$ cat src/rtl/sa_result_axis_packer_pkg.sv
// sa_pack_pkg: shared constants and types for the result AXI-Stream packer.
//   DATA_W    width of one systolic-array result
//   LANES     results packed per output word
//   OUT_W     output word width (DATA_W*LANES)
//   STRB_W    byte-strobe width (OUT_W/8)
//   pack_word_t  one FIFO entry {data, strb, last}
//   pack_state_e packing FSM states {FILL, FLUSH}
package sa_pack_pkg;
  localparam int DATA_W    = 8;
  localparam int LANES     = 4;
  localparam int OUT_W     = DATA_W * LANES;
  localparam int STRB_W    = OUT_W / 8;
  localparam int LANE_STRB = DATA_W / 8;

  typedef struct packed {
    logic [OUT_W-1:0]  data;
    logic [STRB_W-1:0] strb;
    logic              last;
  } pack_word_t;

  typedef enum logic {FILL = 1'b0, FLUSH = 1'b1} pack_state_e;
endpackage

$ cat src/rtl/sa_result_axis_packer_if.sv
// sa_result_axis_packer_if: AXI-Stream master bus of the packer.
//   tvalid/tready  handshake
//   tdata/tstrb    packed results and per-byte strobes
//   tlast          last word of a result frame
// master = packer side, slave = sink side.
interface sa_result_axis_packer_if;
  import sa_pack_pkg::*;
  logic              tvalid;
  logic              tready;
  logic [OUT_W-1:0]  tdata;
  logic [STRB_W-1:0] tstrb;
  logic              tlast;

  modport master (output tvalid, tdata, tstrb, tlast, input tready);
  modport slave  (input tvalid, tdata, tstrb, tlast, output tready);
endinterface

$ cat src/rtl/sa_result_axis_packer_fifo.sv
// sa_sync_fifo: first-word fall-through synchronous FIFO.
//   clk, rst_n   clock, async active-low reset (clears contents)
//   push_i/wdata_i  write request; accepted when not full, or full with a pop
//   pop_i        read request; only honoured when not empty
//   rdata_o      head entry (valid whenever !empty_o)
//   full_o, empty_o  derived from an occupancy count register
module sa_sync_fifo
  import sa_pack_pkg::*;
#(
  parameter type T     = pack_word_t,
  parameter int  DEPTH = 8
) (
  input  logic clk,
  input  logic rst_n,
  input  logic push_i,
  input  T     wdata_i,
  input  logic pop_i,
  output T     rdata_o,
  output logic full_o,
  output logic empty_o
);
  localparam int AW = $clog2(DEPTH);

  T             mem_q [DEPTH];
  logic [AW-1:0] wr_q, rd_q;
  logic [AW:0]   cnt_q;
  logic          do_push, do_pop;

  assign empty_o = (cnt_q == '0);
  assign full_o  = (cnt_q == (AW+1)'(DEPTH));
  assign do_pop  = pop_i && !empty_o;
  assign do_push = push_i && (!full_o || do_pop);
  assign rdata_o = mem_q[rd_q];

  // Storage is reset too so the head (and hence tdata) reads 0 out of reset.
  always_ff @(posedge clk or negedge rst_n) begin
    if (!rst_n) begin
      wr_q  <= '0;
      rd_q  <= '0;
      cnt_q <= '0;
      for (int i = 0; i < DEPTH; i++) mem_q[i] <= '0;
    end else begin
      if (do_push) begin
        mem_q[wr_q] <= wdata_i;
        wr_q        <= wr_q + 1'b1;
      end
      if (do_pop) rd_q <= rd_q + 1'b1;
      case ({do_push, do_pop})
        2'b10:   cnt_q <= cnt_q + 1'b1;
        2'b01:   cnt_q <= cnt_q - 1'b1;
        default: cnt_q <= cnt_q;
      endcase
    end
  end
endmodule

$ cat src/rtl/sa_result_axis_packer.sv
// sa_result_axis_packer: packs LANES consecutive array results into one
// AXI-Stream word, tags the last word of each FRAME_LEN-result frame with
// tlast and buffers words in a FIFO_DEPTH-entry FWFT FIFO.
//   clk, rst_n      clock, async active-low reset
//   valid_i/data_i  raw result stream (no backpressure)
//   m_axis          AXI-Stream master (tvalid/tready/tdata/tstrb/tlast)
//   overflow_o      sticky: a completed word was dropped on a full FIFO
// Optional (macro SA_PACK_STATS_EN):
//   frame_cnt_o     saturating count of tlast handshakes
//   drop_cnt_o      saturating count of dropped words
module sa_result_axis_packer
  import sa_pack_pkg::*;
#(
  parameter int FRAME_LEN  = 4,
  parameter int FIFO_DEPTH = 8
) (
  input  logic                    clk,
  input  logic                    rst_n,
  input  logic                    valid_i,
  input  logic [DATA_W-1:0]       data_i,
  sa_result_axis_packer_if.master m_axis,
  output logic                    overflow_o
`ifdef SA_PACK_STATS_EN
  ,
  output logic [15:0]             frame_cnt_o,
  output logic [15:0]             drop_cnt_o
`endif
);
  localparam int LW = (LANES > 1) ? $clog2(LANES) : 1;
  localparam int FW = (FRAME_LEN > 1) ? $clog2(FRAME_LEN) : 1;

  pack_state_e                    state_q, state_d;
  logic [LW-1:0]                  lane_q, lane_d;
  logic [FW-1:0]                  frm_q, frm_d;
  logic [LANES-1:0][DATA_W-1:0]   pack_q, pack_d;
  logic                           ovf_q, ovf_d;
  logic                           push, eof, done, refuse;
  logic                           fifo_full, fifo_empty;
  pack_word_t                     word, head;

  always_comb begin
    state_d = state_q;
    lane_d  = lane_q;
    frm_d   = frm_q;
    pack_d  = pack_q;
    ovf_d   = ovf_q;
    push    = 1'b0;
    word    = '0;
    eof     = (frm_q == FW'(FRAME_LEN-1));
    done    = 1'b0;
    if (valid_i) begin
      pack_d[lane_q] = data_i;
      done = (lane_q == LW'(LANES-1)) || eof;
      if (done) begin
        // Only lanes 0..lane_q belong to this word; stale lanes read as 0.
        for (int l = 0; l < LANES; l++) begin
          if (l <= int'(lane_q)) begin
            word.data[l*DATA_W +: DATA_W]       = pack_d[l];
            word.strb[l*LANE_STRB +: LANE_STRB] = '1;
          end
        end
        word.last = eof;
        push      = 1'b1;
        lane_d    = '0;
        frm_d     = eof ? '0 : frm_q + 1'b1;
      end else begin
        lane_d = lane_q + 1'b1;
        frm_d  = frm_q + 1'b1;
      end
    end
    // Counters above advance regardless of whether the word is kept, so a
    // drop never shifts frame alignment.
    refuse = push && fifo_full && !m_axis.tready;
    case (state_q)
      FILL:    if (refuse) state_d = FLUSH;
      FLUSH: begin
        ovf_d   = 1'b1;
        state_d = refuse ? FLUSH : FILL;
      end
      default: state_d = FILL;
    endcase
  end

  always_ff @(posedge clk or negedge rst_n) begin
    if (!rst_n) begin
      state_q <= FILL;
      lane_q  <= '0;
      frm_q   <= '0;
      pack_q  <= '0;
      ovf_q   <= 1'b0;
    end else begin
      state_q <= state_d;
      lane_q  <= lane_d;
      frm_q   <= frm_d;
      pack_q  <= pack_d;
      ovf_q   <= ovf_d;
    end
  end

  sa_sync_fifo #(.T(pack_word_t), .DEPTH(FIFO_DEPTH)) u_fifo (
    .clk     (clk),
    .rst_n   (rst_n),
    .push_i  (push),
    .wdata_i (word),
    .pop_i   (m_axis.tready),
    .rdata_o (head),
    .full_o  (fifo_full),
    .empty_o (fifo_empty)
  );

  assign m_axis.tvalid = !fifo_empty;
  assign m_axis.tdata  = head.data;
  assign m_axis.tstrb  = head.strb;
  assign m_axis.tlast  = head.last;
  assign overflow_o    = ovf_q;

`ifdef SA_PACK_STATS_EN
  logic [15:0] fcnt_q, dcnt_q;
  always_ff @(posedge clk or negedge rst_n) begin
    if (!rst_n) begin
      fcnt_q <= '0;
      dcnt_q <= '0;
    end else begin
      if (m_axis.tvalid && m_axis.tready && m_axis.tlast && fcnt_q != 16'hFFFF)
        fcnt_q <= fcnt_q + 1'b1;
      if (refuse && dcnt_q != 16'hFFFF)
        dcnt_q <= dcnt_q + 1'b1;
    end
  end
  assign frame_cnt_o = fcnt_q;
  assign drop_cnt_o  = dcnt_q;
`endif
endmodule
$ cat src/flat_wrapper.sv
// flat-port wrapper written by rule: the top's interface ports become plain ports
module sa_result_axis_packer_flat import sa_pack_pkg::*;
#(
  parameter int FRAME_LEN  = 4,
  parameter int FIFO_DEPTH = 8
)
  (clk, rst_n, valid_i, data_i, overflow_o, m_axis_tvalid, m_axis_tdata, m_axis_tstrb, m_axis_tlast, m_axis_tready);
  sa_result_axis_packer_if m_axis_i ();
  input  logic clk;
  input  logic rst_n;
  input  logic valid_i;
  input  logic [DATA_W-1:0] data_i;
  output logic overflow_o;
  output wire logic [$bits(m_axis_i.tvalid)-1:0] m_axis_tvalid;
  output wire logic [$bits(m_axis_i.tdata)-1:0] m_axis_tdata;
  output wire logic [$bits(m_axis_i.tstrb)-1:0] m_axis_tstrb;
  output wire logic [$bits(m_axis_i.tlast)-1:0] m_axis_tlast;
  input wire logic [$bits(m_axis_i.tready)-1:0] m_axis_tready;
  assign m_axis_tvalid = m_axis_i.tvalid;
  assign m_axis_tdata = m_axis_i.tdata;
  assign m_axis_tstrb = m_axis_i.tstrb;
  assign m_axis_tlast = m_axis_i.tlast;
  assign m_axis_i.tready = m_axis_tready;
  sa_result_axis_packer #(.FRAME_LEN(FRAME_LEN), .FIFO_DEPTH(FIFO_DEPTH)) u_core (.clk(clk), .rst_n(rst_n), .valid_i(valid_i), .data_i(data_i), .m_axis(m_axis_i), .overflow_o(overflow_o));
endmodule
$ cat config.mk
export PLATFORM = sky130hd
export DESIGN_NAME = sa_result_axis_packer_flat
export DESIGN_NICKNAME = d
export VERILOG_FILES = /design/src/rtl/sa_result_axis_packer_pkg.sv /design/src/rtl/sa_result_axis_packer_if.sv /design/src/rtl/sa_result_axis_packer_fifo.sv /design/src/rtl/sa_result_axis_packer.sv /design/src/flat_wrapper.sv
export SDC_FILE = /design/constraint.sdc
export NUM_CORES = 1
export LEC_CHECK = 0
export CELL_PAD_IN_SITES_DETAIL_PLACEMENT = 1
export CELL_PAD_IN_SITES_GLOBAL_PLACEMENT = 2
export CORE_ASPECT_RATIO = 0.5
export CORE_UTILIZATION = 42
export DETAILED_ROUTE_END_ITERATION = 8
export GPL_ROUTABILITY_DRIVEN = 0
export PLACE_DENSITY_LB_ADDON = 0.1
export SYNTH_ARGS = -nofsm -noshare
export SYNTH_HDL_FRONTEND = slang
export SYNTH_HIERARCHICAL = 1
export SYNTH_SLANG_ARGS = --single-unit
$ cat constraint.sdc
create_clock -name clk -period 2.98 [get_ports clk]
set_input_delay 0.447 -clock clk [delete_from_list [all_inputs] [get_ports clk]]
set_output_delay 0.447 -clock clk [all_outputs]
set_load 0.005 [all_outputs]
# --- Word level (Yosys, flattened, before mapping) ---
# Index checks and enable logic that the tools add are counted.
totals:
  reg_bits: 344
  in_bits: 12
  out_inout_bits: 39
  word_cells: 93
classes:
  addsub: 6
  n_lt_le_gt_ge: 8
  eq_ne: 5
  mux: 24
  bitwise_logic: 2
  n_reduce_logical: 13
op_table:
  columns: ["op", "count"]
  rows:
  - ["$bwmux 296", 1]
  - ["$mux 37", 5]
  - ["$bmux 37 s3", 1]
  - ["$demux 37 s3", 1]
  - ["$bwmux 32", 1]
  - ["$mux 8", 4]
  - ["$demux 8 s2", 1]
  - ["$ge 4x4->1 const B", 2]
  - ["$not 3->4", 2]
  - ["$pmux 4 s2", 1]
  - ["$add 3x1->3 const B", 2]
  - ["$eq 2x2->1 const B", 3]
  - ["$logic_and 1x1->1", 6]
  - ["$mux 1", 6]
  - ["$mux 2", 3]
  - ["$add 2x1->2 const B", 2]
  - ["$add 4x1->4 const B", 1]
  - ["$eq 4x4->1 const B", 1]
  - ["$le 2x2->1 const A", 2]
  - ["$logic_not 4->1", 1]
  - ["$lt 4x1->1 const B", 1]
  - ["$sub 4x1->4 const B", 1]
  - ["$logic_not 1->1", 3]
  - ["$lt 2x3->1 const B", 1]
  - ["other kinds (5)", 6]

# --- Depth between registers and ports, before layout ---
logic_depth:
  ltp_word: 9
  depth_mapped: 12

# --- Hierarchy ---
# The synthesis kept the hierarchy.
by_module_without_submodules:
  columns: ["module", "instances", "cells_each", "area_each_um2", "seq_area_each_um2"]
  rows:
  - ["sa_sync_fifo", 1, 819, 14322.5, 7657.3]
  - ["sa_result_axis_packer", 1, 175, 2064.5, 925.9]

# --- Worst setup path after synthesis ---
# Ideal clock, no wire load.
synth_path:
  path_kind: "reg2reg"
  startpoint: "register u_core.frm_q[0]"
  endpoint: "register u_core.u_fifo.cnt_q[3]"
  setup_time_ns: 0.134
  t_arrival_ns: 3.099
  setup_slack_ns: -0.253
  path_stages_with_launch: 13
  n_path_buf: 3
  period_less_slack_ns: 3.233
  path_cell_list: "dfrtp_1 > ha_1 > buf_6 > o21ai_0 > buf_2 > inv_1 > buf_2 > o21ai_0 > ha_1 > ha_1 > or4b_2 > o311ai_0 > o211ai_1"
synth_between:
  elab_chain_len: 7
synth_rtl:
  columns: ["element", "line", "rtl"]
  rows:
  - ["from (decl)", "sa_result_axis_packer.sv:34", "logic [FW-1:0] frm_q, frm_d;"]
  - ["from (signal assigned)", "sa_result_axis_packer.sv:94", "frm_q <= frm_d;"]
  - ["$eq 2x2->1 *", "sa_result_axis_packer.sv:49", "eof = (frm_q == FW'(FRAME_LEN-1));"]
  - ["$logic_or 1x1->1 *", "sa_result_axis_packer.sv:53", "done = (lane_q == LW'(LANES-1)) || eof;"]
  - ["$mux 1 *", "sa_result_axis_packer.sv:54", "if (done) begin"]
  - ["$mux 1 *", "sa_result_axis_packer.sv:51", "if (valid_i) begin"]
  - ["named net u_core.push", "sa_result_axis_packer.sv:37", "logic push, eof, done, refuse;"]
  - ["$logic_and 1x1->1 *", "sa_result_axis_packer_fifo.sv:32", "assign do_push = push_i && (!full_o || do_pop);"]
  - ["$eq 2x1->1 / $eq 2x2->1 (equally long branches)", "sa_result_axis_packer_fifo.sv:48", "case ({do_push, do_pop})"]
  - ["$pmux 4 s2 / $reduce_bool 2->1 (equally long branches)", null, null]
  - ["to (signal assigned)", "sa_result_axis_packer_fifo.sv:49", "2'b10: cnt_q <= cnt_q + 1'b1;"]
  - ["to (signal assigned)", "sa_result_axis_packer_fifo.sv:50", "2'b01: cnt_q <= cnt_q - 1'b1;"]
  - ["to (signal assigned)", "sa_result_axis_packer_fifo.sv:51", "default: cnt_q <= cnt_q;"]
  - ["to (decl)", "sa_result_axis_packer_fifo.sv:26", "logic [AW:0] cnt_q;"]
# The timed path passes the listed nets; every way through them passes the cells marked *.
# A chain may end at the register's enable or synchronous reset.

# --- Final worst setup path ---
layout_path:
  startpoint: "register u_core.u_fifo.rd_q[0]"
  endpoint: "output m_axis_tstrb[3]"
layout_between:
  elab_chain_len: 4
layout_rtl:
  columns: ["element", "line", "rtl"]
  rows:
  - ["from (decl)", "sa_result_axis_packer_fifo.sv:25", "logic [AW-1:0] wr_q, rd_q;"]
  - ["from (signal assigned)", "sa_result_axis_packer_fifo.sv:47", "if (do_pop) rd_q <= rd_q + 1'b1;"]
  - ["$not 3->4 (implied by the code)", "sa_result_axis_packer_fifo.sv:33", "assign rdata_o = mem_q[rd_q];"]
  - ["$bmux 37 s3", "sa_result_axis_packer_fifo.sv:33", null]
  - ["$mux 37 (implied by the code) (2 in a row)", "sa_result_axis_packer_fifo.sv:33", null]
  - ["to (decl)", "flat_wrapper.sv:16", "output wire logic [$bits(m_axis_i.tstrb)-1:0] m_axis_tstrb;"]
# No other way between the ends. The select of a mux whose other input is x is not followed.

==> results.sh <==
export IMPL_required_ns=2.53
export IMPL_grt_usage=0.220
export IMPL_dpl_cell_area_mm2=0.0177
export IMPL_cts_root_buf="clkbuf_16"
export IMPL_grt_pass1_vias=10334
export IMPL_layout_drive_gt1_share=0.506
export IMPL_p_switching_mw=5.09
export IMPL_slew_limit_headroom=0.273
export IMPL_yosys_warnings=6
export IMPL_drtIter0Drc=418
export IMPL_rows=50
export IMPL_start_util=0.432
export IMPL_status="complete, no violations"
export IMPL_clock_path_buffers=3
export IMPL_path_max_fanout=8
export IMPL_fin_crit_sh=0.975
export IMPL_syn_avg_cell_area_um2=16.5
export IMPL_wl_per_cell_um=25.1
export IMPL_synth_edff_count=0
export IMPL_syn_area_mm2=0.0164
export IMPL_rsz0062_at_grt="false"
export IMPL_ir_drop_v=0.000367
export IMPL_insertion_delay_ns=0.53
export IMPL_drc_errors=0
export IMPL_antenna_found_initial=0
export IMPL_internal_power_mw=11.4
export IMPL_holdWs_ns=0.449
export IMPL_cts_tree="done"
export IMPL_syn_nets=1020
export IMPL_grt_ovfl_total=0
export IMPL_dr_pass1_iters=4
export IMPL_coreArea_mm2=0.0379
export IMPL_grt_pass1_wl_mm=65.5
export IMPL_pwr_density_cell_mw_per_mm2=862
export IMPL_finalNetCount=1117
export IMPL_p_comb_frac=0.341
export IMPL_p_leak_nw=9.43
export IMPL_final_cell_area_mm2=0.0191
export IMPL_met2_usage=0.350
export IMPL_final_cells=1633
export IMPL_synth_main_ff_cell="dfrtp_1"
export IMPL_synth_cell_types=45
export IMPL_antenna_left=0
export IMPL_fin_skew_ns=0.0223
export IMPL_portBuffers=50
export IMPL_cts_reportedPaths_clkPinSlew_ns=0.06
export IMPL_h_tree_depth=2
export IMPL_drv_slew=0
export IMPL_chipWidth_um=281
export IMPL_ys_seq_area_frac=0.524
export IMPL_cts_buffers=34
export IMPL_syn_inst=994
export IMPL_clock_fmax_mhz=344
export IMPL_dp_cells=1557
export IMPL_vias=8945
export IMPL_p_clk_frac=0.269
export IMPL_final_common_cell="dfrtp_1"
export IMPL_worstMarginPinSlew_ns=1.08
export IMPL_synthToLayoutAreaGrowth_pct=16.6
export IMPL_p_seq_frac=0.390
export IMPL_min_period_ns=2.91
export IMPL_grt_max_degree=74
export IMPL_ys_seq_elements=343
export IMPL_async_flop_share=1.00
export IMPL_die_area_mm2=0.0399
export IMPL_die_height_um=142
export IMPL_dp_hpwl_mm=24.4
export IMPL_max_cap_viol_count=0
export IMPL_grt_util_met3=0.0354
export IMPL_critical_path_startpoint_type="flip-flop"
export IMPL_crit_type="reg -> out"
export IMPL_ios=51
export IMPL_total_power_mw=16.5
export IMPL_hold_class="reg -> reg"
export IMPL_via_per_inst=5.48
export IMPL_drt_wl_total_mm=41.0
export IMPL_fin_setup_tns_ns=0
export IMPL_hold_viol=0
export IMPL_cp_end_kind="output pin"
export IMPL_cts_sinks=343
export IMPL_top_usage_layer="met2"
export IMPL_netSwitchingFraction=0.309
export IMPL_finalSetupViolCount=0
export IMPL_critPathArrivalTime_ns=2.46
export IMPL_met1_usage=0.323
export IMPL_final_cell_mix="340 x dfrtp_1, 259 x mux2_2, 85 x mux2_4, 74 x mux4_2, 41 x buf_4"
-- metrics by stage --
| stage | util | setup slack (ns) |
|---|---|---|
| 2_1_floorplan | - | 0.0446 |
| 3_3_place_gp | 0.468 | 0.0225 |
| 3_5_place_dp | 0.468 | -0.0672 |
| 4_1_cts | 0.504 | -0.0287 |
| 5_1_grt | 0.504 | 0.00151 |
| 6_report | 0.504 | 0.0733 |
-- per-layer routing --
metal  wire (um)  part of all wire
met5           0                 0
met1       20100              0.49
met2       19300              0.47
met3        1240             0.030
met4         418             0.010
-- critical path, stage by stage (launching register included) --
cell,delay (ns)
dfrtp_4,0.53
buf_8,0.15
buf_4,0.14
buf_16,0.15
mux4_2,0.42
mux2_2,0.29
dlygate4sd2_1,0.27
-- Yosys cell counts (3+ instances only) --
library cell / instances / area [um^2]
dfrtp_1: 343 / 8580
mux2_2: 264 / 2970
mux2_4: 80 / 1200
mux4_2: 74 / 1670
mux2i_1: 33 / 330
nor2_1: 26 / 97.6
mux2_1: 23 / 259
buf_6: 20 / 225
clkbuf_1: 15 / 56.3
ha_1: 13 / 163
inv_1: 13 / 48.8
buf_2: 10 / 50.1
nor3_1: 8 / 40.0
nand2_1: 7 / 26.3
buf_4: 6 / 45.0
buf_8: 6 / 90.1
xnor2_1: 5 / 43.8
nand2_2: 4 / 25.0
nor3b_1: 4 / 30.0
nor2b_1: 3 / 18.8
o2111ai_4: 3 / 78.8
o211ai_4: 3 / 63.8
o21ai_0: 3 / 15.0
-- worst paths after layout --
kind,startpoint,end,slack (ns),depth (start not counted)
worst max-delay path,u_core/u_fifo/rd_q[0]$_DFFE_PN0P_,m_axis_tstrb[3],0.07,6
worst min-delay path,u_core/state_q$_DFF_PN0_,u_core/overflow_o$_DFFE_PN0P_,0.45,1
min in group asynchronous,rst_n,u_core/u_fifo/mem_q[269]$_DFFE_PN0P_,0.49,2
worst max register to register,u_core/lane_q[0]$_DFFE_PN0P_,u_core/u_fifo/cnt_q[3]$_DFFE_PN0P_,0.22,9
worst min register to register,u_core/state_q$_DFF_PN0_,u_core/overflow_o$_DFFE_PN0P_,0.45,1
max in group asynchronous,rst_n,u_core/pack_q[10]$_DFFE_PN0P_,1.60,3
-- cell families (layout without fill, tap and decap cells) --
kind of cell    count (synthesis)  after routing  synth area share
fa+ha+maj                      14             14            0.0111
mux                           474            474             0.392
buf+inv                        72            190            0.0319
flops                         343            343             0.524
other cells                     0              1                 0
compound gates                 23             23            0.0181
simple gates                   62             62            0.0195
xor+xnor                        6              6           0.00321
-- power by group through the flow --
stage	sequential (mW)	combinational (mW)	clock, mW
final	6.41	5.61	4.43
after global routing	6.56	6.08	4.76
after CTS	6.40	5.79	4.57
after detailed placement	6.53	5.29	0
after global placement	6.43	5.15	0
after floorplan	6.21	3.77	0
-- flip-flops by register name, indices dropped and copies added, names as in the netlist --
signal	flops
u_core/u_fifo/mem_q	296
u_core/pack_q	31
u_core/u_fifo/cnt_q	4
u_core/u_fifo/rd_q	3
u_core/u_fifo/wr_q	3
u_core/frm_q	2
u_core/lane_q	2
u_core/overflow_o	1
u_core/state_q	1
-- repair_timing --
item / 4_1_cts / 5_1_grt
hold endpoints to repair: 68 / 0
gates resized for setup: 52 / 7
endpoints found under the setup margin: 37 / 20
hold buffers: 1 / 0
cloned: 4 / 0
buffers inserted: 13 / 2
-- final cells by class --
class	count	area, um^2
diodes	1	2.50
clock buffers	50	1000
clock inverters	7	114
fillers	3594	18800
inverters	13	48.8
multi-input cells	579	7330
flip-flops and latches	343	8590
well taps	520	651
repair buffers	120	1360
No activity file was read; power rests on OpenSTA's default activity.
